### config.mk
export PLATFORM = sky130hd
export DESIGN_NAME = flash_bus_arbiter_flat
export DESIGN_NICKNAME = d
export VERILOG_FILES = /design/src/rtl/flash_bus_arbiter_if.sv /design/src/rtl/flash_bus_arbiter.sv /design/src/flat_wrapper.sv
export SDC_FILE = /design/constraint.sdc
export NUM_CORES = 1
export LEC_CHECK = 0
export BUFFER_PORTS_ARGS = -buffer_cell sky130_fd_sc_hd__buf_2
export CAP_MARGIN = 5
export CORE_MARGIN = 4
export CORE_UTILIZATION = 30
export CTS_BUF_LIST = sky130_fd_sc_hd__clkbuf_8 sky130_fd_sc_hd__clkbuf_16
export CTS_CLUSTER_SIZE = 12
export DETAILED_ROUTE_END_ITERATION = 6
export PLACE_DENSITY = 0.67
export SETUP_SLACK_MARGIN = 0.2
export SLEW_MARGIN = 20
export SYNTH_ARGS = -nofsm -noshare
export SYNTH_HDL_FRONTEND = slang
export SYNTH_SLANG_ARGS = --single-unit
### constraint.sdc
create_clock -name clk -period 7.01 [get_ports clk]
set_input_delay 0.3505 -clock clk [delete_from_list [all_inputs] [get_ports clk]]
set_output_delay 0.3505 -clock clk [all_outputs]
set_load 0.005 [all_outputs]
### src/rtl/flash_bus_arbiter_if.sv
// Pin bundle between the flash engines, the arbiter and the FPGA flash I/O.
// The arbiter takes the slave view; the engines and pad side take the master view.
interface flash_bus_arbiter_if;
  logic [2:0]  req;
  logic [2:0]  done;
  logic [2:0]  gnt;
  logic [74:0] m_A;
  logic [47:0] m_dq_o;
  logic [2:0]  m_dqe;
  logic [2:0]  m_oe;
  logic [2:0]  m_ce;
  logic [2:0]  m_we;
  logic [2:0]  m_adv;
  logic [2:0]  m_wp;
  logic [2:0]  m_rst_f;
  logic [24:0] F_A;
  logic [15:0] F_dq_o;
  logic        F_dqe;
  logic        F_oe;
  logic        F_ce;
  logic        F_we;
  logic        F_adv;
  logic        F_wp;
  logic        F_rst_f;
  logic [15:0] F_dq_i;
  logic [15:0] dq_i;
  logic        busy;
  logic        to_pulse;
  logic        to_sts;

  modport slave (
    input  req, done, m_A, m_dq_o, m_dqe, m_oe, m_ce, m_we, m_adv, m_wp, m_rst_f, F_dq_i,
    output gnt, F_A, F_dq_o, F_dqe, F_oe, F_ce, F_we, F_adv, F_wp, F_rst_f, dq_i,
           busy, to_pulse, to_sts
  );

  modport master (
    output req, done, m_A, m_dq_o, m_dqe, m_oe, m_ce, m_we, m_adv, m_wp, m_rst_f, F_dq_i,
    input  gnt, F_A, F_dq_o, F_dqe, F_oe, F_ce, F_we, F_adv, F_wp, F_rst_f, dq_i,
           busy, to_pulse, to_sts
  );
endinterface

### src/rtl/flash_bus_arbiter.sv
// Round-robin owner of the NOR flash pins for erase/program/read engines, with
// a registered pin stage, a turnaround gap between owners and a hold watchdog.
module flash_bus_arbiter #(
  parameter int unsigned TURN    = 2,
  parameter logic [23:0] TIMEOUT = 24'd10000000
) (
  input logic                 clk,
  input logic                 rst_n,
  flash_bus_arbiter_if.slave  bus
);

  typedef enum logic [1:0] {S_IDLE, S_HOLD, S_RELEASE} state_t;

  typedef struct packed {
    logic [24:0] a;
    logic [15:0] dq_o;
    logic        dqe;
    logic        oe;
    logic        ce;
    logic        we;
    logic        adv;
    logic        wp;
    logic        rst_f;
  } pins_t;

  localparam pins_t PINS_IDLE  = '{a: '0, dq_o: '0, dqe: 1'b0, oe: 1'b1, ce: 1'b1,
                                   we: 1'b1, adv: 1'b1, wp: 1'b1, rst_f: 1'b1};
  // Flash is held in reset and write-protected while rst_n is low.
  localparam pins_t PINS_RESET = '{a: '0, dq_o: '0, dqe: 1'b0, oe: 1'b1, ce: 1'b1,
                                   we: 1'b1, adv: 1'b1, wp: 1'b0, rst_f: 1'b0};
  localparam logic [3:0]  TURN_LAST = 4'(TURN - 1);
  localparam logic [23:0] HOLD_LAST = TIMEOUT - 24'd1;

  state_t      r_state;
  logic [1:0]  r_ptr;
  logic [1:0]  r_owner;
  logic [2:0]  r_gnt;
  logic [23:0] r_hold_cnt;
  logic [3:0]  r_turn_cnt;
  logic        r_to_pulse;
  logic        r_to_sts;
  pins_t       r_pins;

  pins_t       w_own_pins;
  logic        w_own_req;
  logic        w_own_done;
  logic        w_win_vld;
  logic [1:0]  w_win;
  logic [1:0]  w_next_ptr;
  logic        w_rel_norm;
  logic        w_to_hit;

  // NOTE: every always_comb output gets a default first so no latch is inferred.
  always_comb begin
    w_own_pins = '{a: bus.m_A[24:0], dq_o: bus.m_dq_o[15:0], dqe: bus.m_dqe[0],
                   oe: bus.m_oe[0], ce: bus.m_ce[0], we: bus.m_we[0], adv: bus.m_adv[0],
                   wp: bus.m_wp[0], rst_f: bus.m_rst_f[0]};
    w_own_req  = bus.req[0];
    w_own_done = bus.done[0];
    case (r_owner)
      2'd1: begin
        w_own_pins = '{a: bus.m_A[49:25], dq_o: bus.m_dq_o[31:16], dqe: bus.m_dqe[1],
                       oe: bus.m_oe[1], ce: bus.m_ce[1], we: bus.m_we[1], adv: bus.m_adv[1],
                       wp: bus.m_wp[1], rst_f: bus.m_rst_f[1]};
        w_own_req  = bus.req[1];
        w_own_done = bus.done[1];
      end
      2'd2: begin
        w_own_pins = '{a: bus.m_A[74:50], dq_o: bus.m_dq_o[47:32], dqe: bus.m_dqe[2],
                       oe: bus.m_oe[2], ce: bus.m_ce[2], we: bus.m_we[2], adv: bus.m_adv[2],
                       wp: bus.m_wp[2], rst_f: bus.m_rst_f[2]};
        w_own_req  = bus.req[2];
        w_own_done = bus.done[2];
      end
      default: ;
    endcase
  end

  // First set request at or above ptr, wrapping modulo 3.
  always_comb begin
    w_win_vld = |bus.req;
    case (r_ptr)
      2'd1:    w_win = bus.req[1] ? 2'd1 : (bus.req[2] ? 2'd2 : 2'd0);
      2'd2:    w_win = bus.req[2] ? 2'd2 : (bus.req[0] ? 2'd0 : 2'd1);
      default: w_win = bus.req[0] ? 2'd0 : (bus.req[1] ? 2'd1 : 2'd2);
    endcase
    w_next_ptr = (w_win == 2'd2) ? 2'd0 : w_win + 2'd1;
  end

  // A voluntary release always wins over a coincident watchdog expiry.
  assign w_rel_norm = w_own_done || !w_own_req;
  assign w_to_hit   = (r_hold_cnt == HOLD_LAST);

  // NOTE: sequential state uses non-blocking assignments only, so every register
  // sees the pre-edge values of its neighbours.
  always_ff @(posedge clk) begin
    if (!rst_n) begin
      r_state    <= S_IDLE;
      r_ptr      <= 2'd0;
      r_owner    <= 2'd0;
      r_gnt      <= 3'b000;
      r_hold_cnt <= '0;
      r_turn_cnt <= '0;
      r_to_pulse <= 1'b0;
      r_to_sts   <= 1'b0;
      r_pins     <= PINS_RESET;
    end else begin
      r_to_pulse <= 1'b0;
      case (r_state)
        S_IDLE: begin
          r_pins <= PINS_IDLE;
          if (w_win_vld) begin
            r_state    <= S_HOLD;
            r_owner    <= w_win;
            r_gnt      <= 3'b001 << w_win;
            r_ptr      <= w_next_ptr;
            r_hold_cnt <= '0;
          end
        end
        S_HOLD: begin
          if (w_rel_norm || w_to_hit) begin
            r_state    <= S_RELEASE;
            r_gnt      <= 3'b000;
            r_pins     <= PINS_IDLE;
            r_turn_cnt <= TURN_LAST;
            if (!w_rel_norm) begin
              r_to_pulse <= 1'b1;
              r_to_sts   <= 1'b1;
            end
          end else begin
            r_pins <= w_own_pins;
            if (r_hold_cnt != '1) r_hold_cnt <= r_hold_cnt + 24'd1;
          end
        end
        S_RELEASE: begin
          r_pins <= PINS_IDLE;
          if (r_turn_cnt == 4'd0) r_state <= S_IDLE;
          else                    r_turn_cnt <= r_turn_cnt - 4'd1;
        end
        default: r_state <= S_IDLE;
      endcase
    end
  end

  assign bus.gnt      = r_gnt;
  assign bus.F_A      = r_pins.a;
  assign bus.F_dq_o   = r_pins.dq_o;
  assign bus.F_dqe    = r_pins.dqe;
  assign bus.F_oe     = r_pins.oe;
  assign bus.F_ce     = r_pins.ce;
  assign bus.F_we     = r_pins.we;
  assign bus.F_adv    = r_pins.adv;
  assign bus.F_wp     = r_pins.wp;
  assign bus.F_rst_f  = r_pins.rst_f;
  assign bus.dq_i     = bus.F_dq_i;
  assign bus.busy     = (r_state != S_IDLE);
  assign bus.to_pulse = r_to_pulse;
  assign bus.to_sts   = r_to_sts;

endmodule

### src/flat_wrapper.sv
// flat-port wrapper written by rule: the top's interface ports become plain ports
module flash_bus_arbiter_flat 
#(
  parameter int unsigned TURN    = 2,
  parameter logic [23:0] TIMEOUT = 24'd10000000
)
  (clk, rst_n, bus_req, bus_done, bus_m_A, bus_m_dq_o, bus_m_dqe, bus_m_oe, bus_m_ce, bus_m_we, bus_m_adv, bus_m_wp, bus_m_rst_f, bus_F_dq_i, bus_gnt, bus_F_A, bus_F_dq_o, bus_F_dqe, bus_F_oe, bus_F_ce, bus_F_we, bus_F_adv, bus_F_wp, bus_F_rst_f, bus_dq_i, bus_busy, bus_to_pulse, bus_to_sts);
  flash_bus_arbiter_if bus_i ();
  input logic clk;
  input logic rst_n;
  input wire logic [$bits(bus_i.req)-1:0] bus_req;
  input wire logic [$bits(bus_i.done)-1:0] bus_done;
  input wire logic [$bits(bus_i.m_A)-1:0] bus_m_A;
  input wire logic [$bits(bus_i.m_dq_o)-1:0] bus_m_dq_o;
  input wire logic [$bits(bus_i.m_dqe)-1:0] bus_m_dqe;
  input wire logic [$bits(bus_i.m_oe)-1:0] bus_m_oe;
  input wire logic [$bits(bus_i.m_ce)-1:0] bus_m_ce;
  input wire logic [$bits(bus_i.m_we)-1:0] bus_m_we;
  input wire logic [$bits(bus_i.m_adv)-1:0] bus_m_adv;
  input wire logic [$bits(bus_i.m_wp)-1:0] bus_m_wp;
  input wire logic [$bits(bus_i.m_rst_f)-1:0] bus_m_rst_f;
  input wire logic [$bits(bus_i.F_dq_i)-1:0] bus_F_dq_i;
  output wire logic [$bits(bus_i.gnt)-1:0] bus_gnt;
  output wire logic [$bits(bus_i.F_A)-1:0] bus_F_A;
  output wire logic [$bits(bus_i.F_dq_o)-1:0] bus_F_dq_o;
  output wire logic [$bits(bus_i.F_dqe)-1:0] bus_F_dqe;
  output wire logic [$bits(bus_i.F_oe)-1:0] bus_F_oe;
  output wire logic [$bits(bus_i.F_ce)-1:0] bus_F_ce;
  output wire logic [$bits(bus_i.F_we)-1:0] bus_F_we;
  output wire logic [$bits(bus_i.F_adv)-1:0] bus_F_adv;
  output wire logic [$bits(bus_i.F_wp)-1:0] bus_F_wp;
  output wire logic [$bits(bus_i.F_rst_f)-1:0] bus_F_rst_f;
  output wire logic [$bits(bus_i.dq_i)-1:0] bus_dq_i;
  output wire logic [$bits(bus_i.busy)-1:0] bus_busy;
  output wire logic [$bits(bus_i.to_pulse)-1:0] bus_to_pulse;
  output wire logic [$bits(bus_i.to_sts)-1:0] bus_to_sts;
  assign bus_i.req = bus_req;
  assign bus_i.done = bus_done;
  assign bus_i.m_A = bus_m_A;
  assign bus_i.m_dq_o = bus_m_dq_o;
  assign bus_i.m_dqe = bus_m_dqe;
  assign bus_i.m_oe = bus_m_oe;
  assign bus_i.m_ce = bus_m_ce;
  assign bus_i.m_we = bus_m_we;
  assign bus_i.m_adv = bus_m_adv;
  assign bus_i.m_wp = bus_m_wp;
  assign bus_i.m_rst_f = bus_m_rst_f;
  assign bus_i.F_dq_i = bus_F_dq_i;
  assign bus_gnt = bus_i.gnt;
  assign bus_F_A = bus_i.F_A;
  assign bus_F_dq_o = bus_i.F_dq_o;
  assign bus_F_dqe = bus_i.F_dqe;
  assign bus_F_oe = bus_i.F_oe;
  assign bus_F_ce = bus_i.F_ce;
  assign bus_F_we = bus_i.F_we;
  assign bus_F_adv = bus_i.F_adv;
  assign bus_F_wp = bus_i.F_wp;
  assign bus_F_rst_f = bus_i.F_rst_f;
  assign bus_dq_i = bus_i.dq_i;
  assign bus_busy = bus_i.busy;
  assign bus_to_pulse = bus_i.to_pulse;
  assign bus_to_sts = bus_i.to_sts;
  flash_bus_arbiter #(.TURN(TURN), .TIMEOUT(TIMEOUT)) u_core (.clk(clk), .rst_n(rst_n), .bus(bus_i));
endmodule
==> run_results.csv, run 1 <==
group,metric,value,unit
final_layout,drive_gt1_share,30.1,%
clock_tree,clock_sinks,87,
hold_path,min_path_type,"input pin to flip-flop",
pwr,power_density,336,mW/mm2
clock_tree,tritoncts,"built",
synth,ys_seq_area_share,34.4,%
synth,netlist_area,0.00506,mm2
final_layout,insertedDiodeCount,0,
drt,routed_wirelength,16.5,mm
placement,routabilityCongestion,0.879,
synth,async_flop_share,0,%
sta,slew_viol_final,0,
placement,placed_cells,1005,
placement,portBuffers,205,
final_layout,nNetsFinal,976,
final_layout,finalNonFillerCells,1021,
clock_tree,max-clock-path-buffers,2,
worst_setup_path,required,7250,ps
sta,finalSetupTns,0,ps
sta,rsz0062_at_grt,"false",
final_layout,syn_to_final_growth,25.0,%
sta,finalHoldViolCount,0,
synth,synth-main-ff-cell,"dfxtp_1",
job,max_cap_viol_count,0,
clock_tree,postCtsHoldBufs,0,
synth,synth_cell_types,59,
synth,synth_nets,827,
floorplan,dieArea,0.0190,mm2
global_route,first_global_vias,4983,
worst_setup_path,path_cells,"inv_1 -> ha_2 -> a22oi_1 -> o22ai_1 -> o21a_2 -> buf_4 -> a21oi_1 -> o221a_2",
sta,clock_skew,8.76,ps
drt,wl_per_cell,16.1,um
sta,finalSetupViolations,0,
drt,viasPerCell,5.34,
clock_tree,root_buffer,"clkbuf_16",
pwr,vdd_ir_drop_max,0.292,mV
sta,min_period_over_period,48.7,%
final_layout,nFillCells,1723,
synth,synth_top_area_cell,"dfxtp_1",
global_route,grt_pass1_wl,25.8,mm
worst_setup_path,critPathSlowestCell,"ha_2",
clock_tree,htree_levels,3,
synth,syn_inst,647,
drt,vias,5452,
drt,antenna_left,0,
floorplan,die_w,138,um
synth,synth_warnings,0,
floorplan,die_h,138,um
drt,drcViolationCount,0,
drt,firstDrtPassIters,5,
final_layout,fin_util,38.2,%
synth,synth_area_leaders,"dfxtp_1 34%, a22oi_1 7.6%, a32oi_1 7.3%, o21ai_0 5.5%, nand2_1 5.3%",
worst_setup_path,crit_type,"flip-flop to flip-flop",
worst_setup_path,worstPathArrival,3650,ps
floorplan,initial_core_util,30.6,%
drt,drtIter0Drc,305,
clock_tree,cts_buffers,9,
worst_setup_path,max_stage_delay,790,ps
global_route,grt_antenna_before_repair,1,
global_route,grt_use_total,17.0,%
floorplan,rows,47,
final_layout,multi_input_area,0.00288,mm2
clock_tree,cts_setup_buffers,0,
final_layout,layout.area.seq,0.00174,mm2
clock_tree,cts_resized,0,
final_layout,final_common_cell,"buf_2",
pwr,power,2.12,mW
outcome,status,"finished clean",
sta,slew_headroom,33.9,%
sta,fin_crit,3410,ps
global_route,grt_max_degree,97,
worst_setup_path,crit_path_end_kind,"flip-flop",
synth,ys_ff_latch,87,
clock_tree,clk_pin_slew_worst_paths,70,ps
clock_tree,clkLatencyLatePin,350,ps
final_layout,final_cell_mix,"205 x buf_2, 87 x dfxtp_1, 71 x nand2_1",
sta,hold_slack,326,ps
floorplan,core-area,0.0165,mm2
placement,dp_hpwl,11.8,mm
worst_setup_path,crit_fanout,50,
synth,synth_edf_count,0,
sta,worst_slew_pin_slew,991,ps
pwr,p_leak,2.61,nW
sta,clock.fmax,0.293,GHz
synth,syn_area_per_cell,7.82,um2
synth,synth_top_area_share,34.4,%
floorplan,pin_count,238,
worst_setup_path,startpoint_type,"flip-flop",
global_route,overflow,0,
## power breakdown
part           total, mW  switching [mW]  internal [mW]  leakage, nW
logic               1.09           0.747          0.341         1.76
registers          0.584          0.0357          0.549        0.704
clock network      0.452           0.204          0.249        0.144
total               2.12           0.987           1.14         2.61
## area by class of cell
type	count	share of cell area, %
clock inverter	6	0.574
sequential	87	27.6
multi-input combinational	466	45.6
inverter	22	1.31
clock buffer	10	3.78
tap	220	4.36
timing repair buffer	210	16.8
## per-stage QoR
| step | setup WS, ps | cell area [um2] |
|---|---|---|
| after floorplan | 4770 | 5060 |
| after global placement | 3660 | 6040 |
| after detailed placement | 3630 | 6040 |
| after CTS | 3610 | 6320 |
| after global routing | 3260 | 6320 |
| final | 3600 | 6320 |
## path summary, 6_finish.rpt
kind | startpoint | end | slack (ps) | cells past startpoint
hold / removal | bus_m_we[0] | u_core.bus.F_we$_SDFFE_PN1P_ | 330 | 3
setup reg to reg | u_core.r_owner[0]$_SDFFE_PN0P_ | u_core.r_turn_cnt[0]$_SDFFE_PN0P_ | 3600 | 8
hold reg to reg | u_core.bus.to_sts$_SDFFE_PN0P_ | u_core.bus.to_sts$_SDFFE_PN0P_ | 450 | 1
setup / recovery | u_core.r_owner[0]$_SDFFE_PN0P_ | u_core.r_turn_cnt[0]$_SDFFE_PN0P_ | 3600 | 8
## routing by layer
metal  GRT usage (%)  vias to the layer above  wire [um]
met3            3.47                       27       1170
li1                -                     2731          -
met2            26.6                      202       7590
met4            7.19                        2        462
met5               0                        -         13
met1            22.6                     2490       7260
## sequential cells by signal, indices dropped and copies added, names as in the netlist
| register | count |
|---|---|
| u_core.bus.F_A | 25 |
| u_core.bus.F_adv | 1 |
| u_core.bus.F_ce | 1 |
| u_core.bus.F_dq_o | 16 |
| u_core.bus.F_dqe | 1 |
| u_core.bus.F_oe | 1 |
| u_core.bus.F_rst_f | 1 |
| u_core.bus.F_we | 1 |
| u_core.bus.F_wp | 1 |
| u_core.bus.gnt | 3 |
| u_core.bus.to_pulse | 1 |
| u_core.bus.to_sts | 1 |
| u_core.r_hold_cnt | 24 |
| u_core.r_owner | 2 |
| u_core.r_ptr | 2 |
| u_core.r_state | 2 |
| u_core.r_turn_cnt | 4 |
## kinds of logic after synthesis
family,count (synthesis),share of synthesized area [%]
AOI/OAI and AO/OA,245,34.6
muxes,1,0.198
and+or+nand+nor,208,19.0
adders and majority gates,12,2.97
DFF,87,34.4
buffers and inverters,94,8.86
## worst max-delay path: cells and delay by family, from the launching register on
kind | cells | cell delay [ps]
buf+inv | 2 | 610
flops | 1 | 320
compound gates | 5 | 1560
fa+ha+maj | 1 | 790
## Yosys cell counts (5+ instances only)
| cell | n |
|---|---|
| o21a_1 | 8 |
| nand3_1 | 21 |
| a2111oi_0 | 6 |
| a32oi_1 | 42 |
| clkbuf_1 | 45 |
| nor3_1 | 7 |
| ha_1 | 12 |
| a21o_1 | 6 |
| buf_4 | 16 |
| o311ai_0 | 6 |
| dfxtp_1 | 87 |
| nor2_1 | 64 |
| inv_1 | 22 |
| nand4_1 | 7 |
| a21oi_1 | 12 |
| a31oi_1 | 19 |
| nand2_1 | 71 |
| o21ai_0 | 56 |
| o22ai_1 | 5 |
| or3_1 | 11 |
| a22oi_1 | 51 |
Power figures use the tool's default switching activity.
==> inputs of run 2 (changes only) <==
Settings changed: ABC_AREA set to 1, PLACE_DENSITY 0.67 to 0.68.
Clock period 7.01 ns to 3 ns, I/O delays scaled along.
==> run 2 against run 1 <==
Effect of this change:
- count of clock-buffer cells in the layout unchanged
- worst setup slack worse by 2800 ps
- sequential power up 140%
- synthesized cell count up 36%
- global-route usage up 0.20 points
- die area up 9.2%
- critical endpoint is now u_core.bus.F_dq_o[1]$_SDFFE_PN0P_
- power up 120%
- largest power group unchanged
==> run_results.csv, run 2 <==
group,metric,value,unit
synth,synth-xor-area-share,0.474,%
floorplan,core-area,0.0181,mm2
hold_path,worstHoldStart,"bus_m_oe[0]",
clock_tree,postCtsHoldBufs,0,
worst_setup_path,crit_fanout,49,
floorplan,initial_core_util,30.7,%
drt,viasPerCell,4.93,
clock_tree,cts_resized,0,
clock_tree,clk_pin_slew_worst_paths,70,ps
sta,worst_slew_pin_slew,659,ps
synth,synth_cell_types,39,
synth,synth_top_area_share,31.4,%
synth,synth_top_area_cell,"dfxtp_1",
clock_tree,max-clock-path-buffers,2,
worst_setup_path,startpoint,"u_core.r_owner[0]$_SDFFE_PN0P_",
global_route,grt_pass1_wl,28.8,mm
sta,slew_viol_final,0,
global_route,grt_antenna_before_repair,3,
final_layout,syn_to_final_growth,24.8,%
clock_tree,clkLatencyLatePin,350,ps
floorplan,die_h,144,um
drt,vias,6290,
sta,finalSetupTns,0,ps
worst_setup_path,crit_type,"flip-flop to flip-flop",
synth,synth-main-ff-cell,"dfxtp_1",
sta,clock.fmax,0.463,GHz
worst_setup_path,timing.rr.start,"u_core.r_owner[0]$_SDFFE_PN0P_",
drt,antenna_left,0,
worst_setup_path,crit_end,"u_core.bus.F_dq_o[1]$_SDFFE_PN0P_",
final_layout,drive_gt1_share,25.3,%
synth,synth_edf_count,0,
floorplan,die_w,144,um
drt,drtIter0Drc,410,
worst_setup_path,reg2reg_to,"u_core.bus.F_dq_o[1]$_SDFFE_PN0P_",
global_route,overflow,0,
synth,synth.area.mux_share,0,%
worst_setup_path,reg2reg_depth,9,
hold_path,min_path_type,"input pin to flip-flop",
clock_tree,htree_levels,3,
final_layout,nFillCells,1911,
synth,syn_inst,883,
placement,portBuffers,205,
job,max_cap_viol_count,0,
global_route,first_global_vias,5817,
global_route,grt_use_total,17.2,%
synth,ys_ff_latch,87,
worst_setup_path,required,3280,ps
synth,synth_top_family_by_area,"simple AND/OR/NAND/NOR gates",
final_layout,finalNonFillerCells,1277,
drt,firstDrtPassIters,5,
sta,finalSetupViolations,0,
synth,syn_area_per_cell,6.28,um2
worst_setup_path,crit_path_end_kind,"flip-flop",
final_layout,layout.area.seq,0.00174,mm2
global_route,grt_max_degree,50,
clock_tree,clock_sinks,87,
sta,rsz0062_at_grt,"false",
sta,fin_crit,2160,ps
placement,routabilityCongestion,0.980,
floorplan,rows,49,
synth,synth_compound_area_share,22.6,%
clock_tree,cts_buffers,9,
final_layout,final_cell_mix,"258 x nand2_1, 205 x buf_2, 158 x a21oi_1",
synth,netlist_area,0.00555,mm2
synth,synth_area_leaders,"dfxtp_1 31%, nand2_1 17%, a21oi_1 14%, nor2_1 5.3%, nand3_1 4.2%",
final_layout,nNetsFinal,1221,
drt,wl_per_cell,14.4,um
worst_setup_path,r2r_setup_slack,840,ps
clock_tree,cts_setup_buffers,0,
floorplan,dieArea,0.0207,mm2
worst_setup_path,critPathSlowestCell,"buf_4",
synth,synthAdderAreaFrac,2.71,%
pwr,p_leak,2.96,nW
sta,finalHoldViolCount,0,
outcome,status,"finished clean",
clock_tree,tritoncts,"built",
synth,post-synth-top-count-cell,"nand2_1",
synth,synth_warnings,0,
worst_setup_path,worstPathArrival,2430,ps
placement,placed_cells,1259,
final_layout,final_common_cell,"nand2_1",
drt,routed_wirelength,18.4,mm
synth,synth_nets,1063,
sta,clock_skew,13.2,ps
synth,synth.top_cells.by_count,"258 x nand2_1, 158 x a21oi_1, 87 x dfxtp_1",
pwr,power_density,661,mW/mm2
worst_setup_path,max_stage_delay,390,ps
pwr,power,4.58,mW
final_layout,fin_util,38.3,%
final_layout,largest_reg_flops,25,
synth,synthSimpleGateAreaFrac,32.3,%
pwr,vdd_ir_drop_max,0.295,mV
floorplan,pin_count,238,
synth,async_flop_share,0,%
sta,min_period_over_period,72.0,%
drt,drcViolationCount,0,
sta,slew_headroom,55.8,%
placement,dp_hpwl,13.6,mm
final_layout,multi_input_area,0.00323,mm2
synth,ys_seq_area_share,31.4,%
worst_setup_path,startpoint_type,"flip-flop",
worst_setup_path,path_cells,"inv_1 -> ha_2 -> buf_4 -> inv_1 -> buf_4 -> o21ai_0 -> a21oi_1 -> nand2_1 -> a21oi_1",
clock_tree,root_buffer,"clkbuf_16",
## run 2: cells by family after synthesis
logic type / Yosys count
adder cells (fa/ha/maj): 12
AND/OR/NAND/NOR: 422
flip-flops: 87
buffers and inverters: 125
AO/OA/AOI/OAI: 234
XOR/XNOR: 3
## run 2: layout make-up
type,count,area share [%]
Multi-Input combinational cell,671,46.7
Sequential cell,87,25.2
Timing Repair Buffer,216,16.0
Tap cell,229,4.14
Clock buffer,10,3.45
Inverter,56,3.04
Clock inverter,6,1.41
Antenna cell,2,0.0723
## run 2: how the worst min path moves through the flow
stage                                           endpoint  slack, ps  cells after the start
after floorplan           u_core.bus.to_pulse$_SDFF_PN0_        290                      2
after global placement                       bus_dq_i[0]        300                      0
after detailed placement                     bus_dq_i[0]        300                      0
after CTS                   u_core.bus.F_oe$_SDFFE_PN1P_        110                      5
after global routing        u_core.bus.F_oe$_SDFFE_PN1P_        130                      5
final                       u_core.bus.F_oe$_SDFFE_PN1P_        120                      5
## run 2: layer usage
metal  vias up  routed length (um)  part of all wire, %  global-route usage (%)
met4         6                 491                  2.7                    6.89
met1      2782                7660                   42                    21.2
met2       252                8560                   46                    28.0
met3        36                1680                  9.1                    5.22
li1       3214                   -                    -                       -
met5         -                  30                 0.16                       0
## run 2: critical path: cells and delay by family (launching register included)
| family | cells | cell delay, ps |
|---|---|---|
| and+or+nand+nor | 1 | 80 |
| DFF | 1 | 360 |
| buffers and inverters | 4 | 850 |
| AOI/OAI and AO/OA | 3 | 500 |
| adders and majority gates | 1 | 290 |
## run 2: stage by stage
stage	cell area [um2]	worst slack (ps)	hold WS, ps
4_1_cts	6920	833	108
2_1_floorplan	5550	1210	294
5_1_grt	6920	550	128
6_report	6920	841	125
3_3_place_gp	6580	860	300
3_5_place_dp	6580	839	300
## run 2: where the power goes
group          internal [mW]  leakage [nW]  switching, mW  total (mW)
clock                  0.766         0.166          0.488        1.25
sequential              1.29         0.706          0.132        1.42
combinational          0.633          2.09           1.26        1.90
total                   2.69          2.96           1.88        4.58
==> inputs of run 3 (changes only) <==
Settings changed: PLACE_DENSITY 0.68 to 0.66.
Clock period 3 ns to 2.1 ns, I/O delays scaled along.
==> run 3 against run 2 <==
Effect of this change:
- via count rose by 0.99%
- critical path type unchanged
- clock power is 30% higher
- critical endpoint is now u_core.bus.F_A[20]$_SDFFE_PN0P_
- cell count grew 1.0%
- die area is the same
- global-route usage is 0.44 points higher
==> run_results.csv, run 3 (synthesis gave the netlist of run 2 again) <==
group,metric,value,unit
outcome,status,"finished clean",
sta,clock.fmax,0.561,GHz
hold_path,min_path_type,"input pin to flip-flop",
final_layout,final_common_cell,"nand2_1",
clock_tree,tritoncts,"built",
floorplan,initial_core_util,30.7,%
drt,antenna_left,0,
worst_setup_path,crit_path_end_kind,"flip-flop",
placement,portBuffers,205,
pwr,intPower,3.96,mW
pwr,clock_power_share,23.7,%
sta,slew_viol_final,0,
sta,min_period_over_period,84.9,%
global_route,grt_pass1_wl,29.2,mm
sta,fin_crit,1780,ps
clock_tree,clk_pin_slew_worst_paths,70,ps
pwr,power_density,959,mW/mm2
sta,worst_slew_pin_slew,564,ps
sta,finalHoldViolCount,0,
sta,finalSetupTns,0,ps
global_route,use_met1,19.5,%
global_route,busiest_layer,"met2",
drt,viasPerCell,4.92,
clock_tree,htree_levels,3,
clock_tree,postCtsHoldBufs,0,
worst_setup_path,worstPathArrival,2070,ps
pwr,power,6.86,mW
worst_setup_path,startpoint_type,"flip-flop",
worst_setup_path,max_stage_delay,360,ps
worst_setup_path,critPathSlowestCell,"dfxtp_2",
global_route,first_global_vias,5929,
global_route,grt_max_degree,49,
final_layout,syn_to_final_growth,28.9,%
worst_setup_path,required,2380,ps
global_route,grt_util_met3,6.18,%
floorplan,rows,49,
floorplan,core-area,0.0181,mm2
floorplan,dieArea,0.0207,mm2
global_route,grt_antenna_before_repair,2,
worst_setup_path,crit_fanout,12,
worst_setup_path,crit_type,"flip-flop to flip-flop",
pwr,p_sw_share,42.3,%
floorplan,die_h,144,um
global_route,grt_use_met2,31.6,%
clock_tree,clock_sinks,87,
sta,clock_skew,15.5,ps
clock_tree,max-clock-path-buffers,2,
placement,routabilityCongestion,0.882,
pwr,seq_power_share,29.6,%
sta,slew_headroom,62.4,%
drt,firstDrtPassIters,5,
pwr,vdd_ir_drop_max,0.534,mV
floorplan,die_w,144,um
pwr,p_leak,3.06,nW
final_layout,largest_reg_flops,25,
global_route,grt_use_total,17.6,%
clock_tree,root_buffer,"clkbuf_16",
drt,drtIter0Drc,296,
placement,dp_hpwl,13.5,mm
sta,finalSetupViolations,0,
floorplan,pin_count,238,
drt,drcViolationCount,0,
worst_setup_path,path_cells,"inv_1 -> ha_2 -> nor3_4 -> buf_12 -> clkbuf_16 -> o21ai_0 -> a21oi_1 -> nand2_1 -> a21oi_1",
pwr,pwr-share-comb,46.7,%
drt,routed_wirelength,19.1,mm
final_layout,nNetsFinal,1235,
global_route,overflow,0,
sta,rsz0062_at_grt,"false",
final_layout,drive_gt1_share,27.5,%
drt,vias,6352,
final_layout,final_cell_mix,"256 x nand2_1, 205 x buf_2, 156 x a21oi_1",
clock_tree,clkLatencyLatePin,360,ps
worst_setup_path,cp_common_cell,"a21oi_1",
clock_tree,cts_buffers,9,
job,max_cap_viol_count,0,
pwr,p_sw,2.90,mW
drt,wl_per_cell,14.8,um
-- run 3: per-layer routing --
metal	part of all wire, %	vias to the layer above
li1	-	3239
met1	40	2860
met2	50	214
met3	7.4	35
met4	2.2	4
met5	0.14	-
-- run 3: worst max-delay path, delay by kind of cell, from the launching register on --
kind / cells / cell delay [ps]
buffers and inverters: 3 / 410
AOI/OAI and AO/OA: 3 / 360
adders and majority gates: 1 / 230
and+or+nand+nor: 2 / 350
DFF: 1 / 360
-- run 3: metrics by stage --
| step | utilization (%) | instances | area [um2] | worst slack [ps] | hold WS (ps) |
|---|---|---|---|---|---|
| final | 39.6 | 1290 | 7150 | 317 | 77.1 |
| after detailed placement | 37.1 | 1268 | 6710 | 199 | 210 |
| after floorplan | - | 883 | 5550 | 313 | 249 |
| after CTS | 38.8 | 1284 | 7020 | 258 | 62.4 |
| after global placement | 37.1 | 1268 | 6710 | 259 | 210 |
| after global routing | 39.5 | 1289 | 7150 | 186 | 92.5 |
-- run 3: final timing paths --
kind / cells after the start / from / slack [ps] / to
min reg2reg: 2 / u_core.bus.to_sts$_SDFFE_PN0P_ / 460 / u_core.bus.to_sts$_SDFFE_PN0P_
min: 5 / bus_m_ce[0] / 80 / u_core.bus.F_ce$_SDFFE_PN1P_
max reg2reg: 9 / u_core.r_state[0]$_SDFFE_PN0P_ / 320 / u_core.bus.F_A[20]$_SDFFE_PN0P_
max: 9 / u_core.r_state[0]$_SDFFE_PN0P_ / 320 / u_core.bus.F_A[20]$_SDFFE_PN0P_
-- run 3: cell type report --
| class | count | area (um2) |
|---|---|---|
| inverter | 56 | 215 |
| tap | 229 | 287 |
| sequential | 87 | 1750 |
| clock buffer | 10 | 239 |
| timing repair buffer | 230 | 1340 |
| multi-input combinational | 671 | 3260 |
| clock inverter | 6 | 62.6 |
| fill | 1918 | 10900 |
| antenna | 1 | 2.50 |
-- run 3: power by group through the flow --
stage | Sequential (mW) | Combinational, mW | Clock (mW)
after floorplan | 2.03 | 2.07 | 0
after global placement | 2.06 | 2.91 | 0
after detailed placement | 2.06 | 2.94 | 0
after CTS | 2.03 | 2.96 | 1.68
after global routing | 2.06 | 3.59 | 1.76
final | 2.03 | 3.20 | 1.63
-- run 3: repair_timing --
action	CTS	global route
setup buffers	0	2
resized for setup	2	17
gates cloned	0	3
hold endpoints to repair	0	0
setup endpoints to repair	1	76
pin swaps	0	3
